`src/rtl/seg_scan_capture_if.sv`:
```
// Multiplexed 4-digit 7-segment display bus (all lines active-low).
// The master drives the bus. seg_scan_capture listens on the slave side.
interface seg_scan_capture_if;
    logic [6:0] seg;
    logic       dp;
    logic       an0;
    logic       an1;
    logic       an2;
    logic       an3;

    modport master (output seg, dp, an0, an1, an2, an3);
    modport slave  (input  seg, dp, an0, an1, an2, an3);
endinterface

```
`src/rtl/seg_scan_capture.sv`:
```
// seg_scan_capture: receive side of a scanned 4-digit 7-segment bus.
// The bus is asynchronous and passes through a 2-flop synchronizer.
// A digit is accepted once its anode/segment word has held steady for
// STABLE_CYC further cycles. Its segment pattern is then decoded back to a
// hex nibble, and a pulse flags each completed four-digit frame.
module seg_scan_capture #(
    parameter int STABLE_CYC  = 2,
    parameter int TIMEOUT_CYC = 65535
) (
    input  logic              clk,
    input  logic              rst_n,
    seg_scan_capture_if.slave bus,
    output logic [3:0]        num0,
    output logic [3:0]        num1,
    output logic [3:0]        num2,
    output logic [3:0]        num3,
    output logic [3:0]        digit_valid,
    output logic [3:0]        dp_seen,
    output logic              frame_done,
    output logic              bad_pattern,
    output logic              scan_err
);

    localparam int              TO_W     = $clog2(TIMEOUT_CYC + 1);
    localparam logic [TO_W-1:0] TO_MAX   = TO_W'(TIMEOUT_CYC);
    localparam logic [7:0]      STAB_TGT = 8'(STABLE_CYC);

    typedef enum logic [1:0] {
        IDLE   = 2'd0,
        SETTLE = 2'd1,
        HOLD   = 2'd2
    } state_t;

    // Returns {hit, nibble} for an active-high gfedcba pattern; hit=0 when the
    // pattern is not one of the sixteen hex glyphs.
    function automatic logic [4:0] hex_decode(input logic [6:0] pat);
        logic [4:0] res;
        case (pat)
            7'h3F:   res = {1'b1, 4'h0};
            7'h06:   res = {1'b1, 4'h1};
            7'h5B:   res = {1'b1, 4'h2};
            7'h4F:   res = {1'b1, 4'h3};
            7'h66:   res = {1'b1, 4'h4};
            7'h6D:   res = {1'b1, 4'h5};
            7'h7D:   res = {1'b1, 4'h6};
            7'h07:   res = {1'b1, 4'h7};
            7'h7F:   res = {1'b1, 4'h8};
            7'h6F:   res = {1'b1, 4'h9};
            7'h77:   res = {1'b1, 4'hA};
            7'h7C:   res = {1'b1, 4'hB};
            7'h39:   res = {1'b1, 4'hC};
            7'h5E:   res = {1'b1, 4'hD};
            7'h79:   res = {1'b1, 4'hE};
            7'h71:   res = {1'b1, 4'hF};
            default: res = {1'b0, 4'h0};
        endcase
        return res;
    endfunction

    // Bus word layout: {an3, an2, an1, an0, dp, seg[6:0]}
    logic [11:0]     raw_s;
    logic [11:0]     sync1_r;
    logic [11:0]     sync2_r;
    logic [11:0]     prev_r;
    logic [7:0]      stab_cnt_r;
    logic [TO_W-1:0] to_cnt_r;
    logic [3:0]      captured_r;
    state_t          state_r;

    logic [3:0]      s_an_s;
    logic            s_dp_s;
    logic [6:0]      s_seg_s;
    logic [7:0]      stab_next_s;
    logic [TO_W-1:0] to_next_s;
    logic            an_changed_s;
    logic            single_s;
    logic            none_s;
    logic            multi_s;
    logic [1:0]      idx_s;
    logic            can_accept_s;
    logic            accept_s;
    logic            dec_ok_s;
    logic [3:0]      dec_val_s;
    logic [3:0]      cap_next_s;

    assign raw_s = {bus.an3, bus.an2, bus.an1, bus.an0, bus.dp, bus.seg};

    // Decode the synced word: anode class, stability count, accept decision, timeout count.
    always_comb begin
        s_an_s       = sync2_r[11:8];
        s_dp_s       = sync2_r[7];
        s_seg_s      = sync2_r[6:0];
        an_changed_s = (sync2_r[11:8] != prev_r[11:8]);
        single_s     = 1'b0;
        none_s       = 1'b0;
        multi_s      = 1'b0;
        idx_s        = 2'd0;

        if (sync2_r != prev_r) begin
            stab_next_s = 8'd0;
        end else if (stab_cnt_r == 8'hFF) begin
            stab_next_s = 8'hFF;
        end else begin
            stab_next_s = stab_cnt_r + 8'd1;
        end

        case (s_an_s)
            4'b1110: begin single_s = 1'b1; idx_s = 2'd0; end
            4'b1101: begin single_s = 1'b1; idx_s = 2'd1; end
            4'b1011: begin single_s = 1'b1; idx_s = 2'd2; end
            4'b0111: begin single_s = 1'b1; idx_s = 2'd3; end
            4'b1111: none_s  = 1'b1;
            default: multi_s = 1'b1;
        endcase

        // In HOLD the digit was already taken; only a new anode reopens capture.
        can_accept_s = single_s && ((state_r != HOLD) || an_changed_s);
        // The count being written this edge is compared, giving STABLE_CYC+3 latency.
        accept_s     = can_accept_s && (stab_next_s == STAB_TGT);

        if (accept_s) begin
            to_next_s = {TO_W{1'b0}};
        end else if (to_cnt_r == TO_MAX) begin
            to_next_s = TO_MAX;
        end else begin
            to_next_s = to_cnt_r + TO_W'(1);
        end

        {dec_ok_s, dec_val_s} = hex_decode(~s_seg_s);
        cap_next_s            = captured_r | (4'b0001 << idx_s);
    end

    // Synchronizer, previous-word register, stability and timeout counters.
    always_ff @(posedge clk) begin
        if (!rst_n) begin
            sync1_r    <= 12'hFFF;
            sync2_r    <= 12'hFFF;
            prev_r     <= 12'hFFF;
            stab_cnt_r <= 8'd0;
            to_cnt_r   <= {TO_W{1'b0}};
        end else begin
            sync1_r    <= raw_s;
            sync2_r    <= sync1_r;
            prev_r     <= sync2_r;
            stab_cnt_r <= stab_next_s;
            to_cnt_r   <= to_next_s;
        end
    end

    // Scan FSM with registered capture, frame tracking and error flags.
    always_ff @(posedge clk) begin
        if (!rst_n) begin
            state_r     <= IDLE;
            num0        <= 4'h0;
            num1        <= 4'h0;
            num2        <= 4'h0;
            num3        <= 4'h0;
            digit_valid <= 4'b0000;
            dp_seen     <= 4'b0000;
            captured_r  <= 4'b0000;
            frame_done  <= 1'b0;
            bad_pattern <= 1'b0;
            scan_err    <= 1'b0;
        end else begin
            frame_done <= 1'b0;
            if (multi_s) begin
                state_r  <= IDLE;
                scan_err <= 1'b1;
            end else if (none_s) begin
                state_r <= IDLE;
            end else if (accept_s) begin
                state_r         <= HOLD;
                scan_err        <= 1'b0;
                dp_seen[idx_s]  <= ~s_dp_s;
                if (dec_ok_s) begin
                    digit_valid[idx_s] <= 1'b1;
                    case (idx_s)
                        2'd0:    num0 <= dec_val_s;
                        2'd1:    num1 <= dec_val_s;
                        2'd2:    num2 <= dec_val_s;
                        2'd3:    num3 <= dec_val_s;
                        default: num0 <= num0;
                    endcase
                end else begin
                    bad_pattern <= 1'b1;
                end
                // The completing digit closes the frame; the next frame starts empty.
                if (cap_next_s == 4'b1111) begin
                    frame_done <= 1'b1;
                    captured_r <= 4'b0000;
                end else begin
                    captured_r <= cap_next_s;
                end
            end else if (can_accept_s) begin
                state_r <= SETTLE;
            end else begin
                state_r <= state_r;
            end

            // Timeout is raised once to_cnt reaches the limit and held while it saturates.
            if (!accept_s && (to_next_s == TO_MAX)) begin
                scan_err <= 1'b1;
            end
        end
    end

endmodule
```
`src/flat_wrapper.sv`:
```
// flat-port wrapper written by rule: the top's interface ports become plain ports
module seg_scan_capture_flat 
#(
    parameter int STABLE_CYC  = 2,
    parameter int TIMEOUT_CYC = 65535
)
  (clk, rst_n, num0, num1, num2, num3, digit_valid, dp_seen, frame_done, bad_pattern, scan_err, bus_seg, bus_dp, bus_an0, bus_an1, bus_an2, bus_an3);
  seg_scan_capture_if bus_i ();
  input  logic clk;
  input  logic rst_n;
  output logic [3:0] num0;
  output logic [3:0] num1;
  output logic [3:0] num2;
  output logic [3:0] num3;
  output logic [3:0] digit_valid;
  output logic [3:0] dp_seen;
  output logic frame_done;
  output logic bad_pattern;
  output logic scan_err;
  input wire logic [$bits(bus_i.seg)-1:0] bus_seg;
  input wire logic [$bits(bus_i.dp)-1:0] bus_dp;
  input wire logic [$bits(bus_i.an0)-1:0] bus_an0;
  input wire logic [$bits(bus_i.an1)-1:0] bus_an1;
  input wire logic [$bits(bus_i.an2)-1:0] bus_an2;
  input wire logic [$bits(bus_i.an3)-1:0] bus_an3;
  assign bus_i.seg = bus_seg;
  assign bus_i.dp = bus_dp;
  assign bus_i.an0 = bus_an0;
  assign bus_i.an1 = bus_an1;
  assign bus_i.an2 = bus_an2;
  assign bus_i.an3 = bus_an3;
  seg_scan_capture #(.STABLE_CYC(STABLE_CYC), .TIMEOUT_CYC(TIMEOUT_CYC)) u_core (.clk(clk), .rst_n(rst_n), .bus(bus_i), .num0(num0), .num1(num1), .num2(num2), .num3(num3), .digit_valid(digit_valid), .dp_seen(dp_seen), .frame_done(frame_done), .bad_pattern(bad_pattern), .scan_err(scan_err));
endmodule
```
`config.mk`:
```
export PLATFORM = sky130hd
export DESIGN_NAME = seg_scan_capture_flat
export DESIGN_NICKNAME = d
export VERILOG_FILES = /design/src/rtl/seg_scan_capture_if.sv /design/src/rtl/seg_scan_capture.sv /design/src/flat_wrapper.sv
export SDC_FILE = /design/constraint.sdc
export NUM_CORES = 1
export LEC_CHECK = 0
export ABC_AREA = 1
export BUFFER_PORTS_ARGS = -buffer_cell sky130_fd_sc_hd__buf_4
export CORE_ASPECT_RATIO = 1.25
export CORE_MARGIN = 10
export CORE_UTILIZATION = 35
export DETAILED_ROUTE_END_ITERATION = 10
export SYNTH_ARGS = -nofsm -noshare
export SYNTH_HDL_FRONTEND = slang
export SYNTH_SLANG_ARGS = --single-unit
```
`constraint.sdc`:
```
create_clock -name clk -period 1.85 [get_ports clk]
set_input_delay 0.37 -clock clk [delete_from_list [all_inputs] [get_ports clk]]
set_output_delay 0.37 -clock clk [all_outputs]
set_load 0.03 [all_outputs]
```
==> impl_metrics.yaml, run 1 <==
timing:
  layout_min_cycle_time_ns: 1.908
  clock-skew-final_ns: 0.01124
  timing.final.setup_violations: 29
  timing_hold_violations_final: 0
  fmax_ghz: 0.5241
  postLayoutSetupSlackWorst_ns: -0.05793
  rsz0062_at_grt: "true"
  timing_max_transition_violations_final: 0
  slew_headroom_pct: 66.44
  hold_slack_ns: 0.2074
  finalCritPeriodShare_pct: 103.1
  tightest_slew_ns: 0.5034
setup_path:
  cp-start-kind: "flop"
  critical-path-top-delay-family: "simple AND/OR/NAND/NOR gates"
  critical_path_required_ns: 2.12
  crit_type: "flop to flop"
  critical_path.max_stage_delay_ns: 0.37
  max_stage_delay_cell_worst_path: "dfxtp_2"
  crit_path_cell_trace: "inv_2 -> nand2_1 -> nand2_1 -> nor2_2 -> nand3_2 -> buf_4 -> nor3_2 -> nor2_4 -> nand2_8 -> buf_4 -> nand2_8 -> a31oi_1"
  buffering_stage_count_on_the_worst_path_with_inverters_included: 3
  capturing_element_type_of_the_critical_path: "flop"
  path_max_fanout: 15
  cp_data_arrival_time_ns: 2.18
global_route:
  grt-ovfl-total: 0
  groute.layer.met1.usage_pct: 13.87
  antenna_violations_before_repair: 0
  groute.layer.met3.usage_pct: 3.156
  number_of_global_route_vias_before_repair: 4017
  layer_with_the_highest_usage: "met2"
  wire_length_of_the_first_global_routing_pass_um: 17670
  grt_max_degree: 36
  grt_usage_pct: 12.44
  grt_util_met2_pct: 22.24
clock_tree:
  cts-root-buf: "clkbuf_16"
  cts_hold_buf: 0
  clkLatencyLatePin_ns: 0.35
  clock_sink_count: 93
  cts_buffers: 9
  clock_path_buffers: 2
  cts_tree: "done"
  ctsHtreeMaxLevel: 3
  clk_pin_slew_worst_paths_ns: 0.07
synth:
  yosys_warnings: 0
  syn-mean-instance-area_um2: 7.009
  ys_async_sr_fraction_pct: 0
  syn-num-nets: 619
  synth_top_area_share_pct: 44.05
  synth_cells: 603
  combined_area_of_all_synthesized_cells_um2: 4227
  largest_cells_by_area_after_synthesis: "dfxtp_1 (44%), nand2_1 (12%), nor2_1 (8.0%)"
  synth_seq_cells: 93
  synth_edf_count: 0
  ys_seq_area_share_pct: 44.05
  synth_cell_type_count: 36
  yosys.area.top_type: "dfxtp_1"
  top_reg_cell_synth: "dfxtp_1"
drt:
  vias: 4092
  drc_errors: 0
  routedWlPerCell_um: 11.76
  route.detailed.vias_per_inst: 4.517
  first_pass_detailed_route_iteration_total: 5
  drt.antenna.violating_nets: 0
  drt-initial-drc-count: 153
  finalWirelength_um: 10660
floorplanning:
  core_region_area_um2: 11730
  die_height_um: 142.9
  top_level_ports: 41
  floorplan.initialDensity_pct: 36.04
  std_cell_rows: 44
  die_x_um: 118.3
  dieArea_um2: 16900
final_layout:
  area_growth_pct: 46.27
  layout-drive-gt1-share_pct: 42.15
  antennaDiodeCount: 0
  nets: 756
  instances_no_fill: 906
placement:
  post-dp-hpwl_um: 7727
  post-place-ws_ns: -0.1947
  dp.cells: 869
  port_buffers: 40
  rd_place_congestion: 0.9044
power_and_ir_drop:
  p_clk_share_pct: 44.2
  max-vdd-ir-drop_mv: 0.5628
  power-per-cell-area_nw_per_um2: 705.1
  cell_internal_pwr_mw: 3.285
  power.share.sequential_pct: 47.5
  net_sw_power_mw: 1.074
  pwr-share-comb_pct: 8.3
  power_leakage_nw: 2.886
  sw_frac_of_total_pct: 24.64
  overall_power_after_layout_mw: 4.359
worst_hold_path:
  hold_path.class: "primary input to flop"
outcome:
  status: "complete, but fails checks"
  violated_checks: "setup timing"
flow_run:
  cap_viol_max_count: 0
routing by layer:
layer / part of all wire, % / wire [um]
met1: 42 / 4519
met2: 52 / 5532
met3: 3.6 / 379
met4: 2.1 / 225
met5: 0 / 0
timing repair:
action | 4_1_cts | 5_1_grt
gates resized for setup | 53 | 97
setup endpoints to repair | 42 | 48
setup buffers | 11 | 10
gates cloned | 0 | 0
pin swaps | 17 | 35
flip-flops by register name, summed over array words and instances, names as in the netlist, 8 cells and up:
name               count
u_core.to_cnt_r       16
u_core.prev_r         12
u_core.sync1_r        12
u_core.sync2_r        12
u_core.stab_cnt_r      8
cell usage in the layout, fill, tap and decap left out, types with 14 or more instances in the layout:
cell type / count
buf_4: 127
nand2_1: 108
inv_1: 80
dfxtp_1: 77
nor2_1: 73
nand2_2: 31
or2_2: 25
nand3_1: 21
nor2_4: 14
a21oi_1: 14
metrics by stage:
step	utilization (%)	cell area [um2]	TNS (ns)
4_1_cts	49.66	5823	-0.1456
6_report	52.72	6182	-0.8746
2_1_floorplan	-	4227	0
3_5_place_dp	44.81	5255	-3.333
5_1_grt	52.72	6182	-6.812
3_3_place_gp	44.81	5255	-2.615
synthesized netlist by cell type (all sizes together) (6+ instances only):
master,n
inv,93
nand3,30
o21ai,21
nand4,13
clkbuf,7
a31oi,6
nor3,13
dfxtp,93
nand2,149
nor2,99
or2,25
a21oi,21
xor2,6
logic make-up after synthesis:
| logic type | share of synthesized area (%) |
|---|---|
| fa+ha+maj | 0.5920 |
| xor+xnor | 2.279 |
| compound gates | 7.283 |
| flops | 44.05 |
| simple gates | 35.91 |
| buf+inv | 9.887 |
worst register-to-register path, delay by kind of cell, from the launching register on:
kind                   cells  cell delay [ns]
and+or+nand+nor            8             0.91
buffers and inverters      3             0.38
DFF                        1             0.37
AOI/OAI and AO/OA          1             0.19
power by group through the flow:
stage	Combinational, mW	Sequential, mW	Clock [mW]
after CTS	0.325	2.07	1.97
after detailed placement	0.297	2.11	0
final	0.364	2.07	1.93
after floorplan	0.181	2.11	0
after global routing	0.403	2.07	2.05
after global placement	0.294	2.11	0
worst paths after layout:
check,startpoint,to,slack [ns],cells after the start
worst min-delay path,bus_seg[3],u_core.sync1_r[3],0.21,2
worst max register to register,u_core.sync2_r[6],u_core.to_cnt_r[10],-0.06,12
worst min register to register,u_core.sync1_r[0],u_core.sync2_r[0],0.40,1
worst max-delay path,u_core.sync2_r[6],u_core.to_cnt_r[10],-0.06,12
layout make-up:
class | instances | area [um2]
Multi-Input combinational cell | 402 | 2335
Tap cell | 161 | 201.4
Clock inverter | 7 | 88.84
Sequential cell | 93 | 1889
Clock buffer | 9 | 225.2
Inverter | 98 | 379.1
Timing Repair Buffer | 136 | 1064
Fill cell | 1109 | 5544
Power figures use the tool's default switching activity.
==> run 2: changes to the inputs <==
- REMOVE_ABC_BUFFERS: unset -> 1
==> impl_metrics.yaml, run 2 (same netlist as run 1, synthesis figures left out) <==
global_route:
  antenna_violations_before_repair: 0
  number_of_global_route_vias_before_repair: 3995
  grt_usage_pct: 12.74
  grt-ovfl-total: 0
  grt_max_degree: 36
  wire_length_of_the_first_global_routing_pass_um: 18070
setup_path:
  r2r_cells: 13
  critical-path-top-delay-family: "simple AND/OR/NAND/NOR gates"
  buffering_stage_count_on_the_worst_path_with_inverters_included: 1
  path_max_fanout: 7
  crit_type: "flop to flop"
  cp-start-kind: "flop"
  critical_path.max_stage_delay_ns: 0.36
  setup.reg_to_reg.worst_slack_ns: -0.11
  max_stage_delay_cell_worst_path: "dfxtp_4"
  capturing_element_type_of_the_critical_path: "flop"
  critical_path_required_ns: 2.10
  cp_data_arrival_time_ns: 2.21
  crit_path_cell_trace: "ha_4 -> nand2_4 -> inv_4 -> nand4_1 -> nand2_1 -> nor2_2 -> nand3_2 -> nor2_4 -> nand2_8 -> nor2_4 -> nand2_4 -> o21ai_1 -> nor2_1"
  critical_path.reg2reg.endpoint: "u_core.num3[0]"
  critical_path.reg2reg.startpoint: "u_core.stab_cnt_r[1]"
worst_hold_path:
  hp-start: "bus_an1"
  hold_path_end: "u_core.sync1_r[9]"
  hold_path.class: "primary input to flop"
  hold_depth: 2
final_layout:
  final_core_utilization_pct: 53.38
  largest_register_ffs: 16
  nets: 754
  antennaDiodeCount: 0
  largest-register: "u_core.to_cnt_r"
  layout-drive-gt1-share_pct: 42.66
  most-common-layout-cells: "buf_4 (124), nand2_1 (113), inv_1 (81), dfxtp_1 (78), nor2_1 (61)"
  instances_no_fill: 904
  mostFrequentLayoutCell: "buf_4"
  area_growth_pct: 48.11
floorplanning:
  die_height_um: 142.9
  core_region_area_um2: 11730
  floorplan.initialDensity_pct: 36.04
  dieArea_um2: 16900
  top_level_ports: 41
  std_cell_rows: 44
  die_x_um: 118.3
drt:
  first_pass_detailed_route_iteration_total: 4
  finalWirelength_um: 11200
  drt.antenna.violating_nets: 0
  vias: 4145
  drt-initial-drc-count: 174
  routedWlPerCell_um: 12.39
  drc_errors: 0
  route.detailed.vias_per_inst: 4.585
clock_tree:
  clock_path_buffers: 2
  ctsHtreeMaxLevel: 3
  cts-root-buf: "clkbuf_16"
  cts_hold_buf: 0
  clkLatencyLatePin_ns: 0.35
  cts_buffers: 9
  cts_tree: "done"
  clock_sink_count: 93
  clk_pin_slew_worst_paths_ns: 0.07
placement:
  post-place-ws_ns: -0.1860
  port_buffers: 40
  rd_place_congestion: 0.8949
  dp.cells: 861
  post-dp-hpwl_um: 7526
timing:
  totalNegativeSetupSlack_ns: -1.816
  slew_headroom_pct: 63.61
  clock-skew-final_ns: 0.01199
  timing_max_transition_violations_final: 0
  timing_hold_violations_final: 0
  timing.final.setup_violations: 31
  finalCritPeriodShare_pct: 106.2
  postLayoutSetupSlackWorst_ns: -0.1140
  hold_slack_ns: 0.2035
  layout_min_cycle_time_ns: 1.964
  fmax_ghz: 0.5092
  tightest_slew_ns: 0.5459
  rsz0062_at_grt: "true"
power_and_ir_drop:
  max-vdd-ir-drop_mv: 0.4155
  power_leakage_nw: 2.945
  power-per-cell-area_nw_per_um2: 675.6
outcome:
  status: "complete, but fails checks"
  violated_checks: "setup timing"
flow_run:
  cap_viol_max_count: 0
==> run 2: changes by cell type in the layout (fill, tap and decap cells not counted), moves of 3 or more <==
cell     before  now
nor2_1       73   61
nand2_2      31   22
nor2_2       12   19
a21oi_1      14    9
a21oi_2       7   12
nand2_1     108  113
nor2_4       14   19
inv_2        11    7
nand2_4       8   12
o21ai_2      11    7
buf_4       127  124
nor3_2        6    3
o21ai_1       5    8
==> run 2: final cells by class <==
cell class	count	area [um2]
fillers	1058	5466
multi-input cells	403	2450
flip-flops and latches	93	1891
repair buffers	133	1050
inverters	98	384.1
clock buffers	10	239.0
well taps	161	201.4
clock inverters	6	45.04
==> run 2: repair_timing <==
action / 4_1_cts / 5_1_grt
gates resized for setup: 65 / 103
setup buffers: 15 / 12
pin swaps: 31 / 40
cloned: 0 / 1
setup endpoints to repair: 45 / 49
==> run 2: per-stage QoR <==
stage / power (mW) / area [um2]
floorplan: 2.280 / 4178
global placement: 2.404 / 5195
detailed placement: 2.409 / 5195
CTS: 4.221 / 5793
global route: 4.413 / 6260
finish: 4.229 / 6260
==> run 2: worst max path at each step <==
stage                          from                   to  slack (ns)  depth (start not counted)
3_5_place_dp   u_core.stab_cnt_r[0]       u_core.num1[1]       -0.19                         15
6_report       u_core.stab_cnt_r[1]       u_core.num3[0]       -0.11                         13
5_1_grt           u_core.sync2_r[7]  u_core.to_cnt_r[15]       -0.19                         14
4_1_cts           u_core.sync2_r[4]       u_core.num3[0]       -0.04                         14
3_3_place_gp   u_core.stab_cnt_r[0]       u_core.num0[2]       -0.14                         12
2_1_floorplan  u_core.stab_cnt_r[0]       u_core.num2[0]       0.006                         12
==> run 2: power breakdown <==
group / leakage, nW / internal [mW] / switching (mW) / total [mW]
clock network: 0.143 / 0.958 / 0.819 / 1.78
logic: 2.04 / 0.169 / 0.212 / 0.382
registers: 0.758 / 2.04 / 0.0279 / 2.07
total: 2.95 / 3.17 / 1.06 / 4.23
==> run 2: routing by layer <==
metal	part of all wire [%]	global-route usage, %
met2	53	22.88
met5	0	0
met3	3.7	3.511
met4	1.8	4.759
met1	42	14.04
==> run 3: changes to the inputs <==
- ABC_AREA: 1 -> unset
==> impl_metrics.yaml, run 3 <==
outcome:
  status: "complete, but fails checks"
  violated_checks: "setup timing"
timing:
  timing.final.setup_violations: 49
  rsz0062_at_grt: "true"
  finalCritPeriodShare_pct: 113.9
  totalNegativeSetupSlack_ns: -9.445
  timing_hold_violations_final: 0
  fmax_ghz: 0.4744
  timing_max_transition_violations_final: 0
  slew_headroom_pct: 61.01
  tightest_slew_ns: 0.5787
  layout_min_cycle_time_ns: 2.108
  clock-skew-final_ns: 0.009169
  postLayoutSetupSlackWorst_ns: -0.2579
drt:
  wl_met2_um: 5975
  highest-signal-layer: "met4"
  route.detailed.vias_per_inst: 4.988
  wl_met3_um: 219
  drc_errors: 0
  vias: 3836
  drt-initial-drc-count: 147
  drt.antenna.violating_nets: 0
  wl_met1_um: 4435
  finalWirelength_um: 10880
  routedWlPerCell_um: 14.15
  first_pass_detailed_route_iteration_total: 5
global_route:
  antenna_violations_before_repair: 0
  grt_max_degree: 30
  grt-ovfl-total: 0
  number_of_global_route_vias_before_repair: 3885
  grt_usage_pct: 12.86
  wire_length_of_the_first_global_routing_pass_um: 18170
power_and_ir_drop:
  pwr-share-comb_pct: 9.2
  p_clk_share_pct: 42.3
  net_sw_power_mw: 1.064
  max-vdd-ir-drop_mv: 0.4615
  overall_power_after_layout_mw: 4.258
  power.share.sequential_pct: 48.5
  sw_frac_of_total_pct: 24.98
  power_leakage_nw: 2.502
  power-per-cell-area_nw_per_um2: 685.2
  cell_internal_pwr_mw: 3.195
synth:
  synth_seq_cells: 93
  synth.most_common_cell: "dfxtp_1"
  ys_async_sr_fraction_pct: 0
  syn-mean-instance-area_um2: 9.140
  yosys.area.top_type: "dfxtp_1"
  synth_cells: 469
  largest_cells_by_area_after_synthesis: "dfxtp_1 (43%), nand2b_1 (5.4%), xnor2_1 (4.5%)"
  synth_commonest_cells: "dfxtp_1 (93), nand2_1 (42), nand2b_1 (37)"
  top_reg_cell_synth: "dfxtp_1"
  yosys_warnings: 0
  synth_top_area_share_pct: 43.43
  combined_area_of_all_synthesized_cells_um2: 4287
  synth_cell_type_count: 60
  synth_edf_count: 0
  ys_seq_area_share_pct: 43.43
placement:
  post-place-ws_ns: -0.4670
  rd_place_congestion: 0.8708
  dp.cells: 736
  port_buffers: 40
  post-dp-hpwl_um: 7845
clock_tree:
  cts-root-buf: "clkbuf_16"
  clock_sink_count: 93
  ctsHtreeMaxLevel: 3
  cts_tree: "done"
  clk_pin_slew_worst_paths_ns: 0.07
  clock_path_buffers: 2
  clkLatencyLatePin_ns: 0.35
  cts_buffers: 9
floorplanning:
  floorplan.initialDensity_pct: 35.58
  die_x_um: 119.0
  core_region_area_um2: 12050
  dieArea_um2: 17100
  std_cell_rows: 45
  die_height_um: 143.7
  top_level_ports: 41
setup_path:
  path_max_fanout: 7
  critical_path.reg2reg.startpoint: "u_core.sync2_r[11]"
  setup.reg_to_reg.worst_slack_ns: -0.26
  critical_path.reg2reg.endpoint: "u_core.to_cnt_r[14]"
  capturing_element_type_of_the_critical_path: "flop"
  cp-start-kind: "flop"
  r2r_cells: 7
  critical_path_required_ns: 2.06
  cp_data_arrival_time_ns: 2.32
  timing.critical_path.from: "u_core.sync2_r[11]"
  crit_type: "flop to flop"
final_layout:
  most-common-layout-cells: "buf_4 (135), dfxtp_1 (78), nand2_1 (42), nand2b_1 (36), nor2_1 (28)"
  largest-register: "u_core.to_cnt_r"
  area_growth_pct: 44.98
  nets: 616
  final_core_utilization_pct: 51.58
  seqCellArea_um2: 1898
  antennaDiodeCount: 0
  instances_no_fill: 769
  largest_register_ffs: 16
  multi_input_gate_area_in_the_final_layout_um2: 2530
  fill_cells: 1101
  layout-drive-gt1-share_pct: 39.67
  mostFrequentLayoutCell: "buf_4"
flow_run:
  cap_viol_max_count: 0
worst_hold_path:
  hp-start: "bus_seg[5]"
  hold_path.class: "primary input to flop"
  hold_path_end: "u_core.sync1_r[5]"
  hold_depth: 2
[run 3: metal layers]
layer | track usage, % | vias to the layer above
met5 | 0 | -
met4 | 6.504 | 0
met3 | 2.080 | 20
met2 | 24.06 | 43
met1 | 13.58 | 1854
li1 | - | 1919
[run 3: final cells by class]
| class | count | share of cell area, % |
|---|---|---|
| inverter | 9 | 0.5436 |
| timing repair buffer | 153 | 20.21 |
| clock buffer | 9 | 3.624 |
| sequential | 93 | 30.54 |
| multi-input combinational | 334 | 40.71 |
| clock inverter | 7 | 1.067 |
| tap | 164 | 3.302 |
[run 3: what timing repair did]
| item | 4_1_cts | 5_1_grt |
|---|---|---|
| gates resized for setup | 62 | 31 |
| endpoints found under the setup margin | 49 | 49 |
| setup buffers | 16 | 3 |
| hold buffers | 0 | 0 |
| pin swaps | 29 | 17 |
[run 3: how the worst max path moves through the flow]
stage,end,cells after the start
2_1_floorplan,u_core.num0[3],6
6_report,u_core.to_cnt_r[14],7
3_5_place_dp,u_core.to_cnt_r[5],7
4_1_cts,u_core.to_cnt_r[9],7
3_3_place_gp,u_core.to_cnt_r[5],7
5_1_grt,u_core.to_cnt_r[14],7
[run 3: through the flow]
stage	cell area [um2]	hold WS [ns]
4_1_cts	6066	0.1934
3_3_place_gp	5385	0.3885
2_1_floorplan	4121	0.3863
3_5_place_dp	5385	0.3917
5_1_grt	6215	0.2039
6_report	6215	0.2043
[run 3: logic make-up after synthesis]
kind of cell	after synthesis	synth area share, %
simple gates	198	26.65
flops	93	43.43
compound gates	88	14.71
buf+inv	42	4.641
xor+xnor	27	5.516
mux	18	4.232
fa+ha+maj	3	0.8172
[run 3: power by group through the flow]
stage          logic [mW]  clock network, mW  registers [mW]
2_1_floorplan       0.130                  0            2.12
3_3_place_gp        0.320                  0            2.11
3_5_place_dp        0.323                  0            2.11
4_1_cts             0.385               1.85            2.07
5_1_grt             0.429               1.95            2.07
6_report            0.393               1.80            2.07
[run 3: worst max-delay path: stages, from the launching register on]
cell and delay [ns]:
dfxtp_4 0.38, xnor2_2 0.11, nand4_1 0.20, nor3_4 0.27, or4b_4 0.53, o21ai_4 0.27, buf_6 0.16, a311oi_1 0.04
